[src/rtl/uart_pkg.sv]
// Shared definitions for the debug UART: data width, default bit timing and receiver FSM states.
package uart_pkg;

    localparam int unsigned UART_DATA_BITS    = 8;
    localparam int unsigned UART_CLKS_PER_BIT = 1085;

    typedef enum logic [2:0] {
        StIdle,
        StStart,
        StData,
        StParity,
        StStop,
        StWaitIdle
    } uart_rx_state_t;

endpackage

[src/rtl/bit_sync.sv]
// Multi-flop synchronizer for asynchronous single-bit inputs, with selectable depth and reset value.
module bit_sync #(
    parameter int unsigned Stages   = 2,
    parameter logic        ResetVal = 1'b0
) (
    input  logic clk,
    input  logic reset_n,
    input  logic d,
    output logic q
);

    logic [Stages-1:0] sync_q;

    always_ff @(posedge clk or negedge reset_n) begin
        if (!reset_n) begin
            sync_q <= {Stages{ResetVal}};
        end else begin
            sync_q <= {sync_q[Stages-2:0], d};
        end
    end

    assign q = sync_q[Stages-1];

endmodule

[src/rtl/debug_uart_rx.sv]
// Debug UART receiver: 8N1 (or 8E1 with DEBUG_UART_RX_PARITY_EN), LSB first, mid-bit majority
// sampling, single-entry holding register on a valid/ready handshake.
module debug_uart_rx
    import uart_pkg::*;
#(
    parameter int unsigned CLKS_PER_BIT = UART_CLKS_PER_BIT,
    parameter int unsigned SYNC_STAGES  = 2
) (
    input  logic                      clk,
    input  logic                      reset_n,
    input  logic                      rx,
    output logic [UART_DATA_BITS-1:0] data,
    output logic                      valid,
    input  logic                      ready,
    output logic                      frame_err,
    output logic                      parity_err,
    output logic                      overrun,
    output logic                      busy
);

    localparam int unsigned CntW = $clog2(CLKS_PER_BIT);
    localparam int unsigned BitW = $clog2(UART_DATA_BITS);
    localparam int unsigned Half = CLKS_PER_BIT / 2;

    localparam logic [CntW-1:0] CntLast = CntW'(CLKS_PER_BIT - 1);
    localparam logic [CntW-1:0] SmpA    = CntW'(Half - 1);
    localparam logic [CntW-1:0] SmpB    = CntW'(Half);
    localparam logic [CntW-1:0] SmpC    = CntW'(Half + 1);
    localparam logic [BitW-1:0] BitLast = BitW'(UART_DATA_BITS - 1);

    logic rx_s;

    bit_sync #(
        .Stages   (SYNC_STAGES),
        .ResetVal (1'b1)
    ) u_rx_sync (
        .clk     (clk),
        .reset_n (reset_n),
        .d       (rx),
        .q       (rx_s)
    );

    uart_rx_state_t            state_q, state_d;
    logic [CntW-1:0]           cnt_q, cnt_d;
    logic [BitW-1:0]           bitn_q, bitn_d;
    logic [UART_DATA_BITS-1:0] shift_q, shift_d;
    logic                      smp_a_q, smp_b_q;
    logic [UART_DATA_BITS-1:0] data_q, data_d;
    logic                      valid_q, valid_d;
    logic                      frame_err_q, frame_err_d;
    logic                      overrun_q, overrun_d;
    logic                      deliver;
    logic                      maj;
    logic                      mid;
    logic                      wrap;
`ifdef DEBUG_UART_RX_PARITY_EN
    logic                      par_bad_q, par_bad_d;
    logic                      parity_err_q, parity_err_d;
`endif

    // The third sample is the live rx_s, so the vote is usable on the SmpC cycle itself.
    assign maj  = (smp_a_q & smp_b_q) | (smp_a_q & rx_s) | (smp_b_q & rx_s);
    assign mid  = (cnt_q == SmpC);
    assign wrap = (cnt_q == CntLast);

    always_comb begin
        state_d     = state_q;
        cnt_d       = wrap ? '0 : cnt_q + 1'b1;
        bitn_d      = bitn_q;
        shift_d     = shift_q;
        deliver     = 1'b0;
        frame_err_d = 1'b0;
`ifdef DEBUG_UART_RX_PARITY_EN
        par_bad_d    = par_bad_q;
        parity_err_d = 1'b0;
`endif
        case (state_q)
            StIdle: begin
                cnt_d = '0;
                if (!rx_s) begin
                    state_d = StStart;
                end
            end
            StStart: begin
                if (mid && maj) begin
                    state_d = StIdle;
                end else if (wrap) begin
                    state_d = StData;
                    bitn_d  = '0;
                end
            end
            StData: begin
                if (mid) begin
                    shift_d[bitn_q] = maj;
                end
                if (wrap) begin
                    if (bitn_q == BitLast) begin
`ifdef DEBUG_UART_RX_PARITY_EN
                        state_d = StParity;
`else
                        state_d = StStop;
`endif
                    end else begin
                        bitn_d = bitn_q + 1'b1;
                    end
                end
            end
`ifdef DEBUG_UART_RX_PARITY_EN
            StParity: begin
                // Even parity: the received bit must equal the XOR of the data bits.
                if (mid) begin
                    par_bad_d = maj ^ (^shift_q);
                end
                if (wrap) begin
                    state_d = StStop;
                end
            end
`endif
            StStop: begin
                if (mid) begin
                    if (!maj) begin
                        frame_err_d = 1'b1;
                        state_d     = StWaitIdle;
`ifdef DEBUG_UART_RX_PARITY_EN
                    end else if (par_bad_q) begin
                        parity_err_d = 1'b1;
                        state_d      = StIdle;
`endif
                    end else begin
                        deliver = 1'b1;
                        state_d = StIdle;
                    end
                end
            end
            StWaitIdle: begin
                cnt_d = '0;
                if (rx_s) begin
                    state_d = StIdle;
                end
            end
            default: begin
                state_d = StIdle;
            end
        endcase
    end

    // Holding register: a same-cycle consume frees the slot for the incoming byte.
    always_comb begin
        data_d    = data_q;
        valid_d   = valid_q;
        overrun_d = 1'b0;
        if (deliver) begin
            if (!valid_q || ready) begin
                data_d  = shift_q;
                valid_d = 1'b1;
            end else begin
                overrun_d = 1'b1;
            end
        end else if (valid_q && ready) begin
            valid_d = 1'b0;
        end
    end

    always_ff @(posedge clk or negedge reset_n) begin
        if (!reset_n) begin
            state_q     <= StIdle;
            cnt_q       <= '0;
            bitn_q      <= '0;
            shift_q     <= '0;
            smp_a_q     <= 1'b1;
            smp_b_q     <= 1'b1;
            data_q      <= '0;
            valid_q     <= 1'b0;
            frame_err_q <= 1'b0;
            overrun_q   <= 1'b0;
        end else begin
            state_q     <= state_d;
            cnt_q       <= cnt_d;
            bitn_q      <= bitn_d;
            shift_q     <= shift_d;
            if (cnt_q == SmpA) smp_a_q <= rx_s;
            if (cnt_q == SmpB) smp_b_q <= rx_s;
            data_q      <= data_d;
            valid_q     <= valid_d;
            frame_err_q <= frame_err_d;
            overrun_q   <= overrun_d;
        end
    end

`ifdef DEBUG_UART_RX_PARITY_EN
    always_ff @(posedge clk or negedge reset_n) begin
        if (!reset_n) begin
            par_bad_q    <= 1'b0;
            parity_err_q <= 1'b0;
        end else begin
            par_bad_q    <= par_bad_d;
            parity_err_q <= parity_err_d;
        end
    end

    assign parity_err = parity_err_q;
`else
    assign parity_err = 1'b0;
`endif

    assign data      = data_q;
    assign valid     = valid_q;
    assign frame_err = frame_err_q;
    assign overrun   = overrun_q;
    assign busy      = (state_q != StIdle);

endmodule

[config.mk]
export PLATFORM = sky130hd
export DESIGN_NAME = debug_uart_rx
export DESIGN_NICKNAME = d
export VERILOG_FILES = /design/src/rtl/uart_pkg.sv /design/src/rtl/bit_sync.sv /design/src/rtl/debug_uart_rx.sv
export SDC_FILE = /design/constraint.sdc
export NUM_CORES = 1
export LEC_CHECK = 0
export CAP_MARGIN = 10
export CORE_UTILIZATION = 45
export CTS_CLUSTER_SIZE = 20
export DETAILED_ROUTE_END_ITERATION = 12
export SKIP_CTS_REPAIR_TIMING = 1
export SLEW_MARGIN = 25
export SYNTH_ARGS = -nofsm -noshare
export SYNTH_HDL_FRONTEND = slang
export SYNTH_SLANG_ARGS = --single-unit
export TNS_END_PERCENT = 30
[constraint.sdc]
create_clock -name clk -period 2.4 [get_ports clk]
set_input_delay 0.24 -clock clk [delete_from_list [all_inputs] [get_ports clk]]
set_output_delay 0.24 -clock clk [all_outputs]
set_load 0.02 [all_outputs]
==> flow_metrics.env <==
export IMPL_status="completed"
export IMPL_finish_utilization_pct=54.64
export IMPL_cts_buffer_depth=2
export IMPL_floorplan_initialDensity_pct=48.37
export IMPL_clock_latency_ns=0.29
export IMPL_synth_avg_cell_area_um2=11.51
export IMPL_tightest_slew_ns=0.8739
export IMPL_grt_ovfl_total=0
export IMPL_tns_ns=0
export IMPL_reg2reg_slack_ns=0.40
export IMPL_hold_slack_ns=0.06466
export IMPL_n_antenna_cell=0
export IMPL_drt_initial_drc_count=70
export IMPL_rsz0062_at_grt="no"
export IMPL_syn_area_um2=1991
export IMPL_io_buffer_count=15
export IMPL_dr_pass1_iters=4
export IMPL_boundaryPins=17
export IMPL_layout_nets=199
export IMPL_synth_top_area_share_pct=45.25
export IMPL_chipWidth_um=68.51
export IMPL_place_congestion=0.7863
export IMPL_syn_instance_count=173
export IMPL_layout_setup_ws_ns=0.4046
export IMPL_fp_row_count=23
export IMPL_clock_sink_count=40
export IMPL_cts_tree="done"
export IMPL_ys_warn_count=0
export IMPL_coreArea_um2=4115
export IMPL_hold_violations=0
export IMPL_synthFlopType="dfrtp_1"
export IMPL_setup_viol_count_final=0
export IMPL_yosysTopAreaCell="dfrtp_1"
export IMPL_cts_buffers=5
export IMPL_synth_seq_area_share_pct=50.53
export IMPL_pre_cts_slack_ns=0.3981
export IMPL_async_reset_ff_share_pct=100.0
export IMPL_routed_wl_mm=3.486
export IMPL_synth_seq_cells=40
export IMPL_crit_fanout=8
export IMPL_crit_required_ns=2.58
export IMPL_synth_distinct_cells=37
export IMPL_synth_edf_count=0
export IMPL_p_leak_nw=1.021
export IMPL_finalCriticalPeriod_ns=1.995
export IMPL_powerDensity_nw_per_um2=513.6
export IMPL_ir_drop_mv=0.2964
export IMPL_final_antenna_net_count=0
export IMPL_post_dp_hpwl_mm=2.507
export IMPL_crit_arrival_ns=2.17
export IMPL_finClkSkew_ns=0.004136
export IMPL_drive_gt1_share_pct=20.00
export IMPL_syn_to_final_growth_pct=12.95
export IMPL_synth_nets=183
export IMPL_fillers=354
export IMPL_end_kind="flip-flop"
export IMPL_finalMaxSlewViolations=0
export IMPL_grt_pass1_vias=1333
export IMPL_num_vias=1337
export IMPL_grt_pass1_wl_mm=6.210
export IMPL_rr_startpoint="cnt_q[6]"
export IMPL_r2r_cells=4
export IMPL_synth_area_leaders="dfrtp_1 45%, mux2_2 6.2%, mux2_4 6.0%"
export IMPL_viasPerCell=5.571
export IMPL_relSlewSlack_pct=41.74
export IMPL_cts_root_buf="clkbuf_8"
export IMPL_path_clk_slew_ns=0.07
export IMPL_path_class="reg2reg"
export IMPL_crit_path_start_kind="flip-flop"
export IMPL_holdCritPathClass="in2async"
export IMPL_finalCritPeriodShare_pct=83.14
export IMPL_antenna_found_initial=0
export IMPL_final_cells=240
export IMPL_cts_htree_levels=2
export IMPL_grt_start_max_net_pins=41
export IMPL_cap_viol_max_count=0
export IMPL_die_area_um2=4694
export IMPL_track_usage_pct=18.26
export IMPL_fmax_mhz=501.2
export IMPL_rr_endpoint="data[6]"
export IMPL_wl_per_cell_um=14.53
export IMPL_die_h_um=68.51
export IMPL_dp_cells=232
export IMPL_drc=0
[cells by family (layout without fill, tap and decap cells)]
logic type	after synthesis	in the layout	synth area share, %
other cells	1	1	0.1884
simple gates	68	68	19.49
fa+ha+maj	7	7	4.274
flops	40	40	50.53
mux	20	20	12.82
xor+xnor	10	10	4.400
compound gates	12	12	3.897
buf+inv	15	32	4.399
[layer usage]
metal | up-vias | share of wire [%] | track usage [%]
met1 | 662 | 46 | 23.57
met2 | 25 | 49 | 28.80
met5 | - | 0 | 0
li1 | 640 | - | -
met3 | 10 | 2.6 | 3.947
met4 | 0 | 2.9 | 9.115
[report_power, final]
part / leakage [nW] / internal, W / switching (W)
Combinational: 0.440 / 0.00000469 / 0.0000151
Clock: 0.0510 / 0.000229 / 0.000227
Sequential: 0.530 / 0.000677 / 0.00000173
Total: 1.02 / 0.000911 / 0.000244
[synth_stat cells, types with 4 or more instances]
cell type	number
nand2_1	11
mux2_4	8
nand4_1	13
o21ai_0	5
and3_1	5
mux2_2	11
nand3_1	5
dfrtp_1	36
dfstp_2	4
inv_1	6
xor2_1	9
nor2_1	16
ha_1	6
[flip-flops by register name, summed over array words and instances (netlist names)]
name / flops
u_rx_sync.sync_q: 2
smp_a_q: 1
smp_b_q: 1
data: 8
shift_q: 8
bitn_q: 3
valid: 1
frame_err: 1
cnt_q: 11
state_q: 3
overrun: 1
[worst max path at each step]
stage / startpoint / endpoint / depth (start not counted)
2_1_floorplan: cnt_q[6] / data[0] / 5
3_3_place_gp: ready / data[1] / 5
3_5_place_dp: cnt_q[6] / data[5] / 4
4_1_cts: cnt_q[6] / data[5] / 4
5_1_grt: cnt_q[6] / data[6] / 4
6_report: cnt_q[6] / data[6] / 4
[through the flow]
| stage | power [W] | cell area, µm² |
|---|---|---|
| after floorplan | 0.0006957 | 1991 |
| after global placement | 0.0007114 | 2156 |
| after detailed placement | 0.0007125 | 2156 |
| after CTS | 0.001172 | 2248 |
| after global routing | 0.001212 | 2248 |
| final | 0.001155 | 2248 |
[critical path, stage by stage, from the launching register on]
cell	delay, ns
dfrtp_1	0.45
nor3_4	0.29
and3_4	0.26
and4_1	0.54
mux2_4	0.34
[layout by cell type, fill, tap and decap left out, types with 3 or more instances in the layout]
cell             count
dfrtp_1             36
nor2_1              16
clkdlybuf4s50_1     14
nand4_1             13
nand2_1             11
mux2_2              11
xor2_1               9
mux2_4               8
inv_1                6
ha_1                 6
clkbuf_8             6
and3_1               5
nand3_1              5
o21ai_0              4
dfstp_2              4
and4_1               3
nand2b_1             3
buf_4                3
[cell type report]
type / instances / area [µm²] / area share [%]
Clock inverter: 2 / 10.01 / 0.4452
Inverter: 6 / 22.52 / 1.002
Clock buffer: 6 / 82.58 / 3.673
Multi-Input combinational cell: 118 / 897.1 / 39.90
Timing Repair Buffer: 18 / 167.7 / 7.457
Sequential cell: 40 / 1006 / 44.74
Tap cell: 50 / 62.56 / 2.782
(Power assumes the default switching activity.)
